## src/rtl/seg_scan_ctrl.sv

```systemverilog
// Time-multiplexed common-anode seven-segment scanner with per-slot snapshot,
// hex decode, decimal points, blanking, 16-level PWM brightness and a dark guard interval.
module seg_scan_ctrl #(
    parameter int DIGITS = 8,
    parameter int DIV    = 100000,
    parameter int GUARD  = 2000
) (
    input  logic                  clk,
    input  logic                  rst_n,
    input  logic                  en,
    input  logic [4*DIGITS-1:0]   data,
    input  logic [DIGITS-1:0]     dp,
    input  logic [DIGITS-1:0]     blank,
    input  logic [3:0]            bright,
    output logic [7:0]            SEG,
    output logic [7:0]            AN,
    output logic                  frame_tick
);

    localparam int SLICE = DIV / 16;
    localparam int CNT_W = $clog2(DIV);
    localparam int SUB_W = $clog2(SLICE);
    localparam int IDX_W = $clog2(DIGITS);

    localparam logic [CNT_W-1:0] CNT_LAST = CNT_W'(DIV - 1);
    localparam logic [CNT_W-1:0] GUARD_C  = CNT_W'(GUARD);
    localparam logic [SUB_W-1:0] SUB_LAST = SUB_W'(SLICE - 1);
    localparam logic [IDX_W-1:0] IDX_LAST = IDX_W'(DIGITS - 1);

    // Active-low glyph for a hex nibble; bit 0 carries the decimal point.
    function automatic logic [7:0] seg_code(input logic [3:0] nib, input logic dp_on);
        logic [7:0] g;
        case (nib)
            4'h0: g = 8'h03;
            4'h1: g = 8'h9F;
            4'h2: g = 8'h25;
            4'h3: g = 8'h0D;
            4'h4: g = 8'h99;
            4'h5: g = 8'h49;
            4'h6: g = 8'h41;
            4'h7: g = 8'h1F;
            4'h8: g = 8'h01;
            4'h9: g = 8'h09;
            4'hA: g = 8'h11;
            4'hB: g = 8'hC1;
            4'hC: g = 8'h63;
            4'hD: g = 8'h85;
            4'hE: g = 8'h61;
            default: g = 8'h71;
        endcase
        return {g[7:1], ~dp_on};
    endfunction

    logic [CNT_W-1:0] cnt;
    logic [SUB_W-1:0] sub;
    logic [3:0]       phase;
    logic [IDX_W-1:0] idx;

    logic [3:0] nib_snap;
    logic       dp_snap;
    logic       blank_snap;
    logic [3:0] bright_snap;

    // Phase is tracked with a sub-slice counter instead of dividing cnt.
    always_ff @(posedge clk or negedge rst_n) begin
        if (!rst_n) begin
            cnt   <= '0;
            sub   <= '0;
            phase <= '0;
            idx   <= '0;
        end else if (cnt == CNT_LAST) begin
            cnt   <= '0;
            sub   <= '0;
            phase <= '0;
            idx   <= (idx == IDX_LAST) ? '0 : idx + IDX_W'(1);
        end else begin
            cnt <= cnt + CNT_W'(1);
            if (sub == SUB_LAST) begin
                sub   <= '0;
                phase <= phase + 4'd1;
            end else begin
                sub <= sub + SUB_W'(1);
            end
        end
    end

    // Stage p0: slot-effective settings; at cnt==0 the live inputs are the snapshot.
    logic       start_p0;
    logic [3:0] nib_p0;
    logic       dp_p0;
    logic       blank_p0;
    logic [3:0] bright_p0;
    logic       lit_p0;

    always_comb begin
        start_p0  = (cnt == '0);
        nib_p0    = start_p0 ? data[{idx, 2'b00} +: 4] : nib_snap;
        dp_p0     = start_p0 ? dp[idx]                 : dp_snap;
        blank_p0  = start_p0 ? blank[idx]              : blank_snap;
        bright_p0 = start_p0 ? bright                  : bright_snap;
        lit_p0    = en && !blank_p0 && (cnt >= GUARD_C) && (phase <= bright_p0);
    end

    always_ff @(posedge clk or negedge rst_n) begin
        if (!rst_n) begin
            nib_snap    <= '0;
            dp_snap     <= 1'b0;
            blank_snap  <= 1'b0;
            bright_snap <= '0;
        end else if (start_p0) begin
            nib_snap    <= nib_p0;
            dp_snap     <= dp_p0;
            blank_snap  <= blank_p0;
            bright_snap <= bright_p0;
        end
    end

    // Stage p1: registered pin drivers.
    always_ff @(posedge clk or negedge rst_n) begin
        if (!rst_n) begin
            AN         <= 8'hFF;
            SEG        <= 8'hFF;
            frame_tick <= 1'b0;
        end else begin
            AN         <= lit_p0 ? ~(8'd1 << idx) : 8'hFF;
            SEG        <= lit_p0 ? seg_code(nib_p0, dp_p0) : 8'hFF;
            frame_tick <= (idx == IDX_LAST) && (cnt == CNT_LAST);
        end
    end

endmodule

```

## config.mk

```make
export PLATFORM = sky130hd
export DESIGN_NAME = seg_scan_ctrl
export DESIGN_NICKNAME = d
export VERILOG_FILES = /design/src/rtl/seg_scan_ctrl.sv
export SDC_FILE = /design/constraint.sdc
export NUM_CORES = 1
export LEC_CHECK = 0
export CORE_ASPECT_RATIO = 0.5
export CORE_MARGIN = 2
export CORE_UTILIZATION = 50
export CTS_CLUSTER_SIZE = 40
export DETAILED_ROUTE_END_ITERATION = 8
export GPL_ROUTABILITY_DRIVEN = 0
export PLACE_DENSITY_LB_ADDON = 0.25
export SYNTH_ARGS = -nofsm -noshare
export SYNTH_HDL_FRONTEND = slang
export SYNTH_SLANG_ARGS = --single-unit
```

## constraint.sdc

```tcl
create_clock -name clk -period 10.2 [get_ports clk]
set_clock_uncertainty 0.05 [all_clocks]
set_input_delay 1.02 -clock clk [delete_from_list [all_inputs] [get_ports clk]]
set_output_delay 1.02 -clock clk [all_outputs]
set_load 0.005 [all_outputs]
```

; ---- After elaboration in Yosys (flattened, before gate mapping)
; Memories as Yosys holds them, arrays and structs flattened.
; Index checks and enable logic that the tools add are counted.
[totals]
regBits = 64
rom_bits = 112
input_bits = 55
output_inout_bits = 17
elab_cells = 49
memories = 1
[op_classes]
add_sub_neg = 4
n_lt_le_gt_ge = 3
n_eq_ne = 3
shift = 2
mux = 16
bitwise = 2
reduce_logical = 7
[mem_list]
columns = memory, words, word_bits, read_ports, rd_clocked_by_memory_dff, wr, line_no
row1 = (name not given), 16, 7, 1, 0, 0, 33  ; case (nib)
[ops]
columns = operator, count
row1 = $shiftx A32 B6 Y4, 1
row2 = $mux W13, 2
row3 = $add A17 B1 Y17 const B, 1
row4 = $eq A17 B17 Y1 const B, 1
row5 = $ge A17 B11 Y1 const B, 1
row6 = $logic_not A17 Y1, 1
row7 = $mux W17, 1
row8 = $mux W4, 4
row9 = $mux W8, 2
row10 = $add A13 B1 Y13 const B, 1
row11 = $eq A13 B13 Y1 const B, 1
row12 = $not A8 Y8, 1
row13 = $shl A1 B3 Y8 const A, 1
row14 = $bmux W1 S3, 2
row15 = $add A4 B1 Y4 const B, 1
row16 = $le A4 B4 Y1, 1
row17 = $logic_and A1 B1 Y1, 4
row18 = $lt A3 B4 Y1 const B, 1
row19 = $mux W1, 4
row20 = $add A3 B1 Y3 const B, 1
row21 = $eq A3 B3 Y1 const B, 1
row22 = $mux W3, 1
row23 = $reduce_bool A2 Y1, 1
row24 = $logic_not A1 Y1, 1
row25 = $not A1 Y1, 1

; ---- Logic depth before layout (Yosys ltp)
[logic_depth]
depth_word = 8
depth_mapped = 17
ltp_nobuf = 15

; ---- Least setup slack after synthesis
; No wires, ideal clock.
[synth_path]
path_kind = reg-to-reg
start = register cnt[11]
end = register AN[4]
setup_ns = 0.100
arrival_time_ns = 3.195
t_required_ns = 10.050
slack_ns = 6.855
path_stages_with_launch = 17
n_path_buf = 3
period_less_slack_ns = 3.345
cell_sequence = dfrtp_1 -> or4_1 -> or3_1 -> buf_6 -> or2_4 -> buf_6 -> nand2_1 -> nand2_1 -> inv_1 -> ha_1 -> nor2b_1 -> o21a_1 -> o21ai_0 -> nand2b_1 -> a211oi_4 -> buf_6 -> nand3_1
[synth_via]
elab_chain_len = 7
word_cells_on_any_way = 10
cone_classes = order compare (2) / mux (3) / reduce/logical (5)
[synth_lines]
columns = item, line_no
row1 = start: declaration, 54  ; logic [CNT_W-1:0] cnt;
row2 = start signal: assignment, 77  ; cnt <= cnt + CNT_W'(1);
row3 = "parallel branches: the longest is 5 deep, another holds $ge A17 B11 Y1", -
row4 = $logic_and A1 B1 Y1 (*), 101  ; lit_p0 = en && !blank_p0 && (cnt >= GUARD_C) && (phase <= bright_p0);
row5 = $mux W8 (*), 125  ; AN <= lit_p0 ? ~(8'd1 << idx) : 8'hFF;
row6 = end signal: assignment, 125
row7 = end: declaration, 16  ; output logic [7:0] AN,
; Mark *: on every way between the ends.
; A chain may end at the register's enable or synchronous reset.

; ---- Worst setup path after layout
[layout_path]
start = register cnt[11]
end = register SEG[2]
[layout_via]
elab_chain_len = 7
word_cells_on_any_way = 12
cone_classes = order compare (2) / mux (4) / reduce/logical (5) / memory (1)
[layout_lines]
columns = item, line_no
row1 = "parallel branches: the longest is 6 deep, another holds $mem_v2 Z16 W7", -
row2 = $mux W8 (*), 126  ; SEG <= lit_p0 ? seg_code(nib_p0, dp_p0) : 8'hFF;
row3 = end signal: assignment, 126
row4 = end: declaration, 15  ; output logic [7:0] SEG,
; Marks and branches as above.

==> flow_metrics.py <==
metrics = {
    "floorplan": {
        "fp-row-count": 21,
        "core_mm2": 0.00670,
        "die_area_mm2": 0.00769,
        "die_h_um": 63,
        "start_util_pct": 52.0,
        "ios": 72,
        "die_width_um": 122,
    },
    "power_and_ir_drop": {
        "power.density_mw_per_mm2": 134,
        "p_leak_nw": 1.96,
        "peakVddDrop_mv": 0.0835,
    },
    "cells_and_area": {
        "antenna_cells": 0,
        "areaGrowthSynthToFinish_pct": 31.0,
        "drive_gt1_share_pct": 14.8,
        "fin_nets": 468,
        "fillers": 509,
    },
    "timing": {
        "rsz0062_at_grt": "no",
        "setup_slack_ps": 6230,
        "finalCritPeriodShare_pct": 38.9,
        "finalCriticalPeriod_ps": 3970,
        "fmax_mhz": 252,
        "hold_viol": 0,
        "relSlewSlack_pct": 27.9,
        "maxSlewViolCount": 0,
        "tightest_slew_ps": 1050,
        "final-setup-viol-count": 0,
        "tns_ps": 0,
    },
    "yosys": {
        "synth_top_area_share_pct": 34.5,
        "yosys-top-cells-count": "dfrtp_1 (48), nand2_1 (35), nor2_1 (30)",
        "synth_seq_cells": 64,
        "yosysWarnings": 0,
        "synthCells": 321,
        "synth_cell_type_count": 45,
        "synth.avg_cell_area_um2": 10.8,
        "synth-main-ff-cell": "dfrtp_1",
        "synth_enable_flop_cells": 0,
        "async_flop_share_pct": 100,
        "ys_seq_area_share_pct": 46.6,
        "synth.most_common_cell": "dfrtp_1",
        "yosysTopAreaCell": "dfrtp_1",
        "syn_nets": 396,
        "synthesis.area_mm2": 0.00348,
        "yosys-top-cells-area": "dfrtp_1 (35%), dfstp_2 (12%), mux4_2 (7.8%), ha_1 (7.2%), nand2_1 (3.8%)",
    },
    "clock_network": {
        "cts_tree": "built",
        "worstSkewPairLatency_ps": 330,
        "postCtsResizedCells": 0,
        "clock_path_buffers": 2,
        "cts_sinks": 64,
        "postCtsSetupBuffers": 0,
        "holdBufCountCts": 0,
        "clk_pin_slew_ps": 50,
        "clock_tree.root_cell": "clkbuf_16",
        "cts_buffers": 9,
        "htreeDepth": 3,
    },
    "setup_path": {
        "worstSetupStartpointType": "flip-flop",
        "crit_fanout": 16,
        "timing.rr.end": "SEG[2]",
        "worstRegToRegCells": 13,
        "crit_end": "SEG[2]",
        "cp-startpoint": "cnt[11]",
        "crit_type": "flip-flop to flip-flop",
        "crit_arrival_ps": 4130,
        "rr_startpoint": "cnt[11]",
        "worstPathRequired_ps": 10360,
        "cp-end-kind": "flip-flop",
        "rrSetupSlack_ps": 6230,
    },
    "route": {
        "ant_nets": 0,
        "drc_errors": 0,
        "drtIter0Drc": 129,
        "wirelength_mm": 7.64,
        "wl_per_cell_um": 15.6,
        "viasPerCell": 5.33,
        "vias": 2613,
        "dr.pass1.iters": 5,
    },
    "global_routing": {
        "gr-usage-all-layers_pct": 22.4,
        "grt_overflow": 0,
        "antenna_found_initial": 0,
        "grt_pass1_vias": 2764,
        "grt_pass1_wl_mm": 13.1,
        "grt_max_degree": 65,
    },
    "run": {
        "maxCapViolations": 0,
    },
    "hold_path": {
        "worstHoldStart": "bright_snap[0]",
        "hp-class": "flip-flop to flip-flop",
    },
    "placement": {
        "numPortBuffers": 71,
        "hpwl_mm": 5.61,
        "place_ws_ps": 6250,
    },
    "status": {
        "status": "finished, final reports clean",
    },
}
-- routing by layer --
metal	part of all wire [%]	vias to the layer above	wire length, um	GRT usage, %
met4	1.0	0	78	5.75
met5	0	-	0	0
met1	45	1281	3420	28.5
met2	49	62	3730	36.5
met3	5.4	6	412	8.12
li1	-	1264	-	-
-- report_power, final --
| group | leakage, nW | internal [mW] | switching (mW) | total, mW |
|---|---|---|---|---|
| registers | 0.787 | 0.256 | 0.000838 | 0.257 |
| clock network | 0.137 | 0.196 | 0.114 | 0.310 |
| logic | 1.03 | 0.0262 | 0.0172 | 0.0434 |
| total | 1.96 | 0.478 | 0.132 | 0.610 |
-- worst max-delay path, cell delays in order, from the launching register on --
cell and delay [ps]:
dfrtp_1 430, or4_1 560, or3_1 480, or2_4 380, nand2_1 90, nand2_1 70
inv_1 60, ha_1 230, nor2b_1 150, o21a_1 160, o21ai_0 150, nand2b_1 110
a211oi_4 670, o221ai_1 270
-- state kept, by name, indices dropped and copies added (netlist names) --
signal / cells
cnt: 17
phase: 4
AN: 8
frame_tick: 1
idx: 3
dp_snap: 1
SEG: 8
blank_snap: 1
nib_snap: 4
sub: 13
bright_snap: 4
-- cell type report --
| cell class | instances | area (um2) | area share [%] |
|---|---|---|---|
| multi-input cells | 231 | 1740 | 38.2 |
| flip-flops and latches | 64 | 1620 | 35.6 |
| repair buffers | 73 | 721 | 15.8 |
| clock buffers | 10 | 239 | 5.24 |
| well taps | 92 | 115 | 2.52 |
| clock inverters | 6 | 68.8 | 1.51 |
| inverters | 14 | 52.6 | 1.15 |
-- how the worst min path moves through the flow --
stage | slack [ps] | to | depth (start not counted)
after floorplan | 380 | bright_snap[0] | 2
after global placement | 400 | bright_snap[3] | 2
after detailed placement | 420 | bright_snap[0] | 2
after CTS | 430 | bright_snap[0] | 2
after global routing | 450 | bright_snap[0] | 2
final | 420 | bright_snap[0] | 2
-- cells in the final DEF, fill, tap and decap left out, types with 3 or more instances in the layout --
cell	count
clkdlybuf4s50_1	70
dfrtp_1	48
nand2_1	35
nor2_1	30
nand3_1	24
ha_1	20
o21ai_0	17
dfstp_2	16
xor2_1	15
inv_1	12
mux4_2	12
mux2i_1	12
xnor2_1	11
clkbuf_16	9
and3_1	7
nor3_1	6
nand4_1	4
clkinvlp_4	4
nor2b_1	3
a21oi_1	3
o221ai_1	3
-- per-stage QoR --
step	instance area [um2]	util (%)	power (mW)	instances	hold WS [ps]
final	4560	68.1	0.610	490	425
after global routing	4560	68.1	0.633	490	449
after CTS	4560	68.1	0.615	490	432
after detailed placement	4250	63.5	0.305	474	421
after global placement	4250	63.5	0.303	474	402
after floorplan	3480	-	0.276	321	383
-- kinds of logic (layout without fill, tap and decap cells) --
family                   after synthesis  in the layout  synth area share, %
buffers and inverters                 26            103                 3.52
adder cells (fa/ha/maj)               20             20                 7.19
flip-flops                            64             64                 46.6
AND/OR/NAND/NOR                      126            126                 17.5
multiplexers                          25             25                 11.5
AO/OA/AOI/OAI                         34             34                 7.12
XOR/XNOR                              26             26                 6.54
No activity file was read; power rests on OpenSTA's default activity.
